[config.mk]
export PLATFORM = sky130hd
export DESIGN_NAME = sensor_collect_unit
export DESIGN_NICKNAME = d
export VERILOG_FILES = /design/src/rtl/sensor_collect_unit_pkg.sv /design/src/rtl/sensor_collect_unit_req_timer.sv /design/src/rtl/sensor_collect_unit.sv
export SDC_FILE = /design/constraint.sdc
export NUM_CORES = 1
export LEC_CHECK = 0
export BUFFER_PORTS_ARGS = -buffer_cell sky130_fd_sc_hd__buf_2
export CORE_MARGIN = 2
export CORE_UTILIZATION = 30
export DETAILED_ROUTE_END_ITERATION = 10
export GPL_TIMING_DRIVEN = 0
export SYNTH_ARGS = -nofsm -noshare
export SYNTH_HDL_FRONTEND = slang
export SYNTH_SLANG_ARGS = --single-unit
[constraint.sdc]
create_clock -name CGRA_CLK_I -period 2.6 [get_ports CGRA_CLK_I]
set_input_delay 0.39 -clock CGRA_CLK_I [delete_from_list [all_inputs] [get_ports CGRA_CLK_I]]
set_output_delay 0.39 -clock CGRA_CLK_I [all_outputs]
set_load 0.03 [all_outputs]
[src/rtl/sensor_collect_unit_pkg.sv]
// Shared types for the sensor collection stage: FSM encoding and timer sizing.
package sensor_collect_unit_pkg;

  typedef enum logic [1:0] {
    StIdle  = 2'd0,
    StReq   = 2'd1,
    StWrite = 2'd2,
    StDone  = 2'd3
  } state_e;

  // Bits needed to count 0..value-1; never less than one bit.
  function automatic int unsigned timer_width(input int unsigned value);
    return (value > 1) ? $clog2(value) : 1;
  endfunction

endpackage

[src/rtl/sensor_collect_unit_req_timer.sv]
// Per-request wait counter; tc_o flags the last permitted cycle without an ACK.
module sensor_collect_unit_req_timer #(
  parameter int unsigned Limit = 16,
  parameter int unsigned Width = 5
) (
  input  logic clk_i,
  input  logic rst_ni,
  input  logic clr_i,
  input  logic inc_i,
  output logic tc_o
);

  logic [Width-1:0] cnt_q, cnt_d;

  always_comb begin
    cnt_d = cnt_q;
    if (clr_i) begin
      cnt_d = '0;
    end else if (inc_i) begin
      cnt_d = cnt_q + Width'(1);
    end
  end

  always_ff @(posedge clk_i or negedge rst_ni) begin
    if (!rst_ni) begin
      cnt_q <= '0;
    end else begin
      cnt_q <= cnt_d;
    end
  end

  assign tc_o = (cnt_q == Width'(Limit - 1));

endmodule

[src/rtl/sensor_collect_unit.sv]
// Polls each sensor on SYNC_IN, writes samples to sensor memory and flags completion.
module sensor_collect_unit
  import sensor_collect_unit_pkg::*;
#(
  parameter int unsigned SENSOR_COUNT    = 4,
  parameter int unsigned SENSOR_ID_WIDTH = 2,
  parameter int unsigned DATA_WIDTH      = 32,
  parameter int unsigned MEM_ADDR_WIDTH  = 8,
  parameter int unsigned BASE_ADDR       = 0,
  parameter int unsigned TIMEOUT_CYCLES  = 16
) (
  input  logic                       CGRA_CLK_I,
  input  logic                       RST_N_I,
  input  logic                       EN_I,
  input  logic                       SYNC_IN_I,
  input  logic                       RUN_STARTED_I,
  input  logic                       ERR_CLR_I,
  output logic                       SENSOR_REQ_O,
  output logic [SENSOR_ID_WIDTH-1:0] SENSOR_ID_O,
  input  logic                       SENSOR_ACK_I,
  input  logic [DATA_WIDTH-1:0]      SENSOR_DATA_I,
  output logic                       MEM_WR_EN_O,
  output logic [MEM_ADDR_WIDTH-1:0]  MEM_WR_ADDR_O,
  output logic [DATA_WIDTH-1:0]      MEM_WR_DATA_O,
  output logic                       SENSOR_WRITES_COMPLETE_O,
  output logic                       TIMEOUT_ERR_O,
  output logic                       OVERRUN_ERR_O
);

  localparam logic [SENSOR_ID_WIDTH-1:0] LastIdx = SENSOR_ID_WIDTH'(SENSOR_COUNT - 1);

  state_e                     state_q, state_d;
  logic [SENSOR_ID_WIDTH-1:0] idx_q, idx_d;
  logic [DATA_WIDTH-1:0]      wdata_q, wdata_d;
  logic                       complete_q;
  logic                       tmo_err_q, tmo_err_d, tmo_set;
  logic                       ovr_err_q, ovr_err_d, ovr_set;
  logic                       tmr_clr, tmr_inc, tmr_tc;

  if (TIMEOUT_CYCLES > 0) begin : g_timer
    sensor_collect_unit_req_timer #(
      .Limit(TIMEOUT_CYCLES),
      .Width(timer_width(TIMEOUT_CYCLES + 1))
    ) u_req_timer (
      .clk_i (CGRA_CLK_I),
      .rst_ni(RST_N_I),
      .clr_i (tmr_clr),
      .inc_i (tmr_inc),
      .tc_o  (tmr_tc)
    );
  end else begin : g_no_timer
    logic unused_tmr;
    assign unused_tmr = tmr_clr ^ tmr_inc;
    assign tmr_tc     = 1'b0;
  end

  always_comb begin
    state_d = state_q;
    idx_d   = idx_q;
    wdata_d = wdata_q;
    tmr_clr = 1'b0;
    tmr_inc = 1'b0;
    tmo_set = 1'b0;
    ovr_set = 1'b0;
    if (EN_I) begin
      unique case (state_q)
        StIdle: begin
          if (SYNC_IN_I) begin
            state_d = StReq;
            idx_d   = '0;
            tmr_clr = 1'b1;
          end
        end
        StReq: begin
          ovr_set = SYNC_IN_I;
          if (SENSOR_ACK_I) begin
            wdata_d = SENSOR_DATA_I;
            state_d = StWrite;
          end else if (tmr_tc) begin
            // Skip the silent sensor; its memory slot keeps the old sample.
            tmo_set = 1'b1;
            tmr_clr = 1'b1;
            if (idx_q == LastIdx) begin
              state_d = StDone;
            end else begin
              idx_d = idx_q + 1'b1;
            end
          end else begin
            tmr_inc = 1'b1;
          end
        end
        StWrite: begin
          ovr_set = SYNC_IN_I;
          if (idx_q == LastIdx) begin
            state_d = StDone;
          end else begin
            idx_d   = idx_q + 1'b1;
            state_d = StReq;
            tmr_clr = 1'b1;
          end
        end
        StDone: begin
          if (RUN_STARTED_I) begin
            state_d = StIdle;
            idx_d   = '0;
          end else if (SYNC_IN_I) begin
            state_d = StReq;
            idx_d   = '0;
            tmr_clr = 1'b1;
          end
        end
        default: state_d = StIdle;
      endcase
    end
  end

  // A new error in the same cycle as a clear keeps the flag set.
  assign tmo_err_d = tmo_set | (tmo_err_q & ~(EN_I & ERR_CLR_I));
  assign ovr_err_d = ovr_set | (ovr_err_q & ~(EN_I & ERR_CLR_I));

  always_ff @(posedge CGRA_CLK_I or negedge RST_N_I) begin
    if (!RST_N_I) begin
      state_q    <= StIdle;
      idx_q      <= '0;
      wdata_q    <= '0;
      complete_q <= 1'b0;
      tmo_err_q  <= 1'b0;
      ovr_err_q  <= 1'b0;
    end else begin
      state_q    <= state_d;
      idx_q      <= idx_d;
      wdata_q    <= wdata_d;
      complete_q <= (state_d == StDone);
      tmo_err_q  <= tmo_err_d;
      ovr_err_q  <= ovr_err_d;
    end
  end

  assign SENSOR_REQ_O             = (state_q == StReq);
  assign SENSOR_ID_O              = idx_q;
  assign MEM_WR_EN_O              = (state_q == StWrite) & EN_I;
  assign MEM_WR_ADDR_O            = (state_q == StWrite) ?
                                    MEM_ADDR_WIDTH'(BASE_ADDR + 32'(idx_q)) : '0;
  assign MEM_WR_DATA_O            = wdata_q;
  assign SENSOR_WRITES_COMPLETE_O = complete_q;
  assign TIMEOUT_ERR_O            = tmo_err_q;
  assign OVERRUN_ERR_O            = ovr_err_q;

endmodule

==> results.md <==
* Status: finished, final reports clean
* DR iter-0 viols at 19
* WL per Instance at 12.2 um
* Period utilization at 74.3%
* GPL Wtd Cong at 0.790
* Final Skew at 0.00751 ns
* Cells along the critical path: ha_1, and3_1, ha_1, and4bb_1, buf_4, nand4_1, xor2_1, nor2_1
* Most used cell, CP: ha_1
* Layout filler cell count at 652
* CTS max path bufs at 2
* Layout Nets at 288
* Chip Height at 85.6 um
* Commonest non-fill, non-tap cells in the layout: 82 x buf_2, 44 x dfrtp_1, 29 x mux2_2
* Setup TNS at 0 ns
* Root buffer cell: clkbuf_8
* First-pass GRT wire length at 6.60 mm
* Int Power at 0.00177 W
* Site Rows at 29
* Gr usage total at 11.3%
* Worst VDD drop at 0.000511 V
* Synth Register Bits at 44
* Initial antenna violation count at 0
* Cell variety after synth at 35
* Critical Path Max Stage Delay at 0.41 ns
* Vias/cell at 4.48
* Avg Cell Area, Syn at 13.2 um2
* TritonCTS clock tree: done
* WP data arrival at 2.09 ns
* LEAKAGE at 1.33 nW
* DIE WIDTH at 85.6 um
* Crit Path Max Fanout at 6
* Hold_ws at 0.245 ns
* Share of total power in the clock network at 14.0%
* Post-Route WL at 3.92 mm
* Hold Fails Final Rpt at 0
* Critical-path top delay cell: dfrtp_1
* Vias in the first global route at 1,426
* Largest net degree at the start of global routing at 45
* Area of the mapped netlist at 2000 um2
* Endpoint class of the critical path: flop
* Most common cell after layout, fill and taps aside: buf_2
* DIE AREA at 7330 um2
* H-tree Lvls at 2
* Fin util at 40.8%
* DRC errors left at 0
* Final setup viols at 0
* Routed Antenna Nets at 0
* Core Area at 6390 um2
* Startpoint types: flop
* Initial Utilization at 31.3%
* Rel. slew slack at 36.5%
* WP data required at 2.76 ns
* Sequential fraction of design power at 36.5%
* Total CTS buffers at 5
* Total power at 0.00314 W
* Register area at 1100 um2
* CTS clk-pin slew, worst paths at 0.08 ns
* CTS Sinks at 44
* Diode count at 0
* Clock latency on the worst-skew pair at 0.29 ns
* Via Count at 1,432
* Final Non-Filler Cells at 320
* Cells after Synth at 151
* Pwr per Cell Area at 1210 nW/um2
* Post-cts resize count at 0
* First drt pass iteration count at 4
* Net switching power at 0.00138 W
* Switch share at 43.8%
* Post-DP HPWL at 2.98 mm
* Critical path class: flop to flop
* Cts hold-fix bufs at 0
* Hold Crit Class: input port to async pin
* Post-CTS Setup Bufs at 0
* Multi-input logic area at 818 um2
* Peak Freq at 518 MHz
* Fin crit period at 1.93 ns
* CP top delay family: simple AND/OR/NAND/NOR gates
* GRT overflow at 0
* RSZ-0062 raised after global routing: false
* IO Port Bufs at 79
* Max-cap check violation count at 0
* Warnings from Yosys at 0
* Pins Over Slew Limit at 0
* Ratio of cells with drive above 1 in the final layout at 53.5%
* Worst Max-Slew Pin Slew at 0.952 ns
* Post-Place Cells at 312
* Ports at 86
* Buf+Inv Stages, Crit Path at 1
* Layout area overhead at 30.2%
* Combinational Power Share at 49.5%
* Seq/Total Area, Yosys at 55.1%
==> through the flow <==
| step | setup WS (ns) | cell area (um2) |
|---|---|---|
| final | 0.669 | 2600 |
| after global routing | 0.523 | 2600 |
| after CTS | 0.654 | 2600 |
| after detailed placement | 0.660 | 2510 |
| after global placement | 0.678 | 2510 |
| after floorplan | 0.804 | 2020 |
==> logic make-up after synthesis <==
family	count (synthesis)	synth area share [%]
compound gates	18	7.51
xor+xnor	3	1.32
fa+ha+maj	7	4.38
buf+inv	16	4.88
flops	44	55.1
mux	33	18.5
other cells	1	0.188
simple gates	29	8.08
==> worst paths after layout <==
kind                                         startpoint                           end  slack [ns]  cells after the start
hold / removal                                  RST_N_I             MEM_WR_DATA_O[27]        0.25                      1
max in group asynchronous                       RST_N_I                SENSOR_ID_O[0]        1.76                      1
min in group CGRA_CLK_I               SENSOR_DATA_I[13]             MEM_WR_DATA_O[13]        0.31                      2
setup / recovery           g_timer.u_req_timer.cnt_q[0]  g_timer.u_req_timer.cnt_q[3]        0.67                      8
hold reg to reg                       MEM_WR_DATA_O[13]             MEM_WR_DATA_O[13]        0.49                      1
setup reg to reg           g_timer.u_req_timer.cnt_q[0]  g_timer.u_req_timer.cnt_q[3]        0.67                      8
==> power by group through the flow <==
stage          Clock (W)  Sequential, W  Combinational, W
6_report        0.000441        0.00115           0.00155
5_1_grt         0.000490        0.00119           0.00168
4_1_cts         0.000465        0.00115           0.00158
3_5_place_dp           0        0.00117           0.00158
3_3_place_gp           0        0.00115           0.00156
2_1_floorplan          0        0.00170          0.000579
==> cell usage after synthesis <==
| cell | number | share of area (%) |
|---|---|---|
| a2111oi_4 | 1 | 1.4 |
| a211o_1 | 1 | 0.44 |
| a211oi_1 | 2 | 0.75 |
| a21bo_1 | 1 | 0.50 |
| a21oi_1 | 6 | 1.5 |
| a31oi_1 | 1 | 0.31 |
| a32o_1 | 1 | 0.50 |
| and2_1 | 4 | 1.3 |
| and2b_1 | 1 | 0.38 |
| and3_1 | 1 | 0.31 |
| and4bb_1 | 1 | 0.63 |
| buf_2 | 3 | 0.75 |
| buf_4 | 7 | 2.6 |
| buf_6 | 1 | 0.56 |
| conb_1 | 1 | 0.19 |
| dfrtp_1 | 44 | 55 |
| ha_1 | 7 | 4.4 |
| inv_1 | 5 | 0.94 |
| mux2_1 | 3 | 1.7 |
| mux2_2 | 29 | 16 |
| mux2i_1 | 1 | 0.50 |
| nand2_1 | 5 | 0.94 |
| nand2b_1 | 3 | 0.94 |
| nand3_2 | 1 | 0.50 |
| nand4_1 | 1 | 0.31 |
| nor2_1 | 7 | 1.3 |
| nor2b_1 | 2 | 0.63 |
| nor3_1 | 2 | 0.50 |
| nor3b_1 | 1 | 0.38 |
| o21ai_0 | 2 | 0.50 |
| o21ba_2 | 1 | 0.50 |
| o22ai_1 | 1 | 0.31 |
| o32ai_2 | 1 | 0.81 |
| xnor2_1 | 1 | 0.44 |
| xor2_1 | 2 | 0.88 |
==> layer usage <==
layer / global-route usage [%] / share of wire [%] / vias to the layer above
met5: 0 / 0 / -
met4: 3.90 / 0.92 / 0
met3: 3.56 / 7.3 / 5
met2: 18.6 / 49 / 52
met1: 14.1 / 43 / 687
li1: - / - / 688
==> cell type report <==
class,count,share of cell area (%)
tap,77,3.70
clock inverter,1,0.288
multi-input combinational,96,31.4
timing repair buffer,79,15.2
buffer,11,3.03
inverter,5,0.721
sequential,44,42.3
clock buffer,7,3.32
==> flip-flops by register name (all words and copies together), names as in the netlist <==
name	flops
g_timer.u_req_timer.cnt_q	5
SENSOR_WRITES_COMPLETE_O	1
OVERRUN_ERR_O	1
state_q	2
MEM_WR_DATA_O	32
TIMEOUT_ERR_O	1
SENSOR_ID_O	2
No activity file was read; power rests on OpenSTA's default activity.
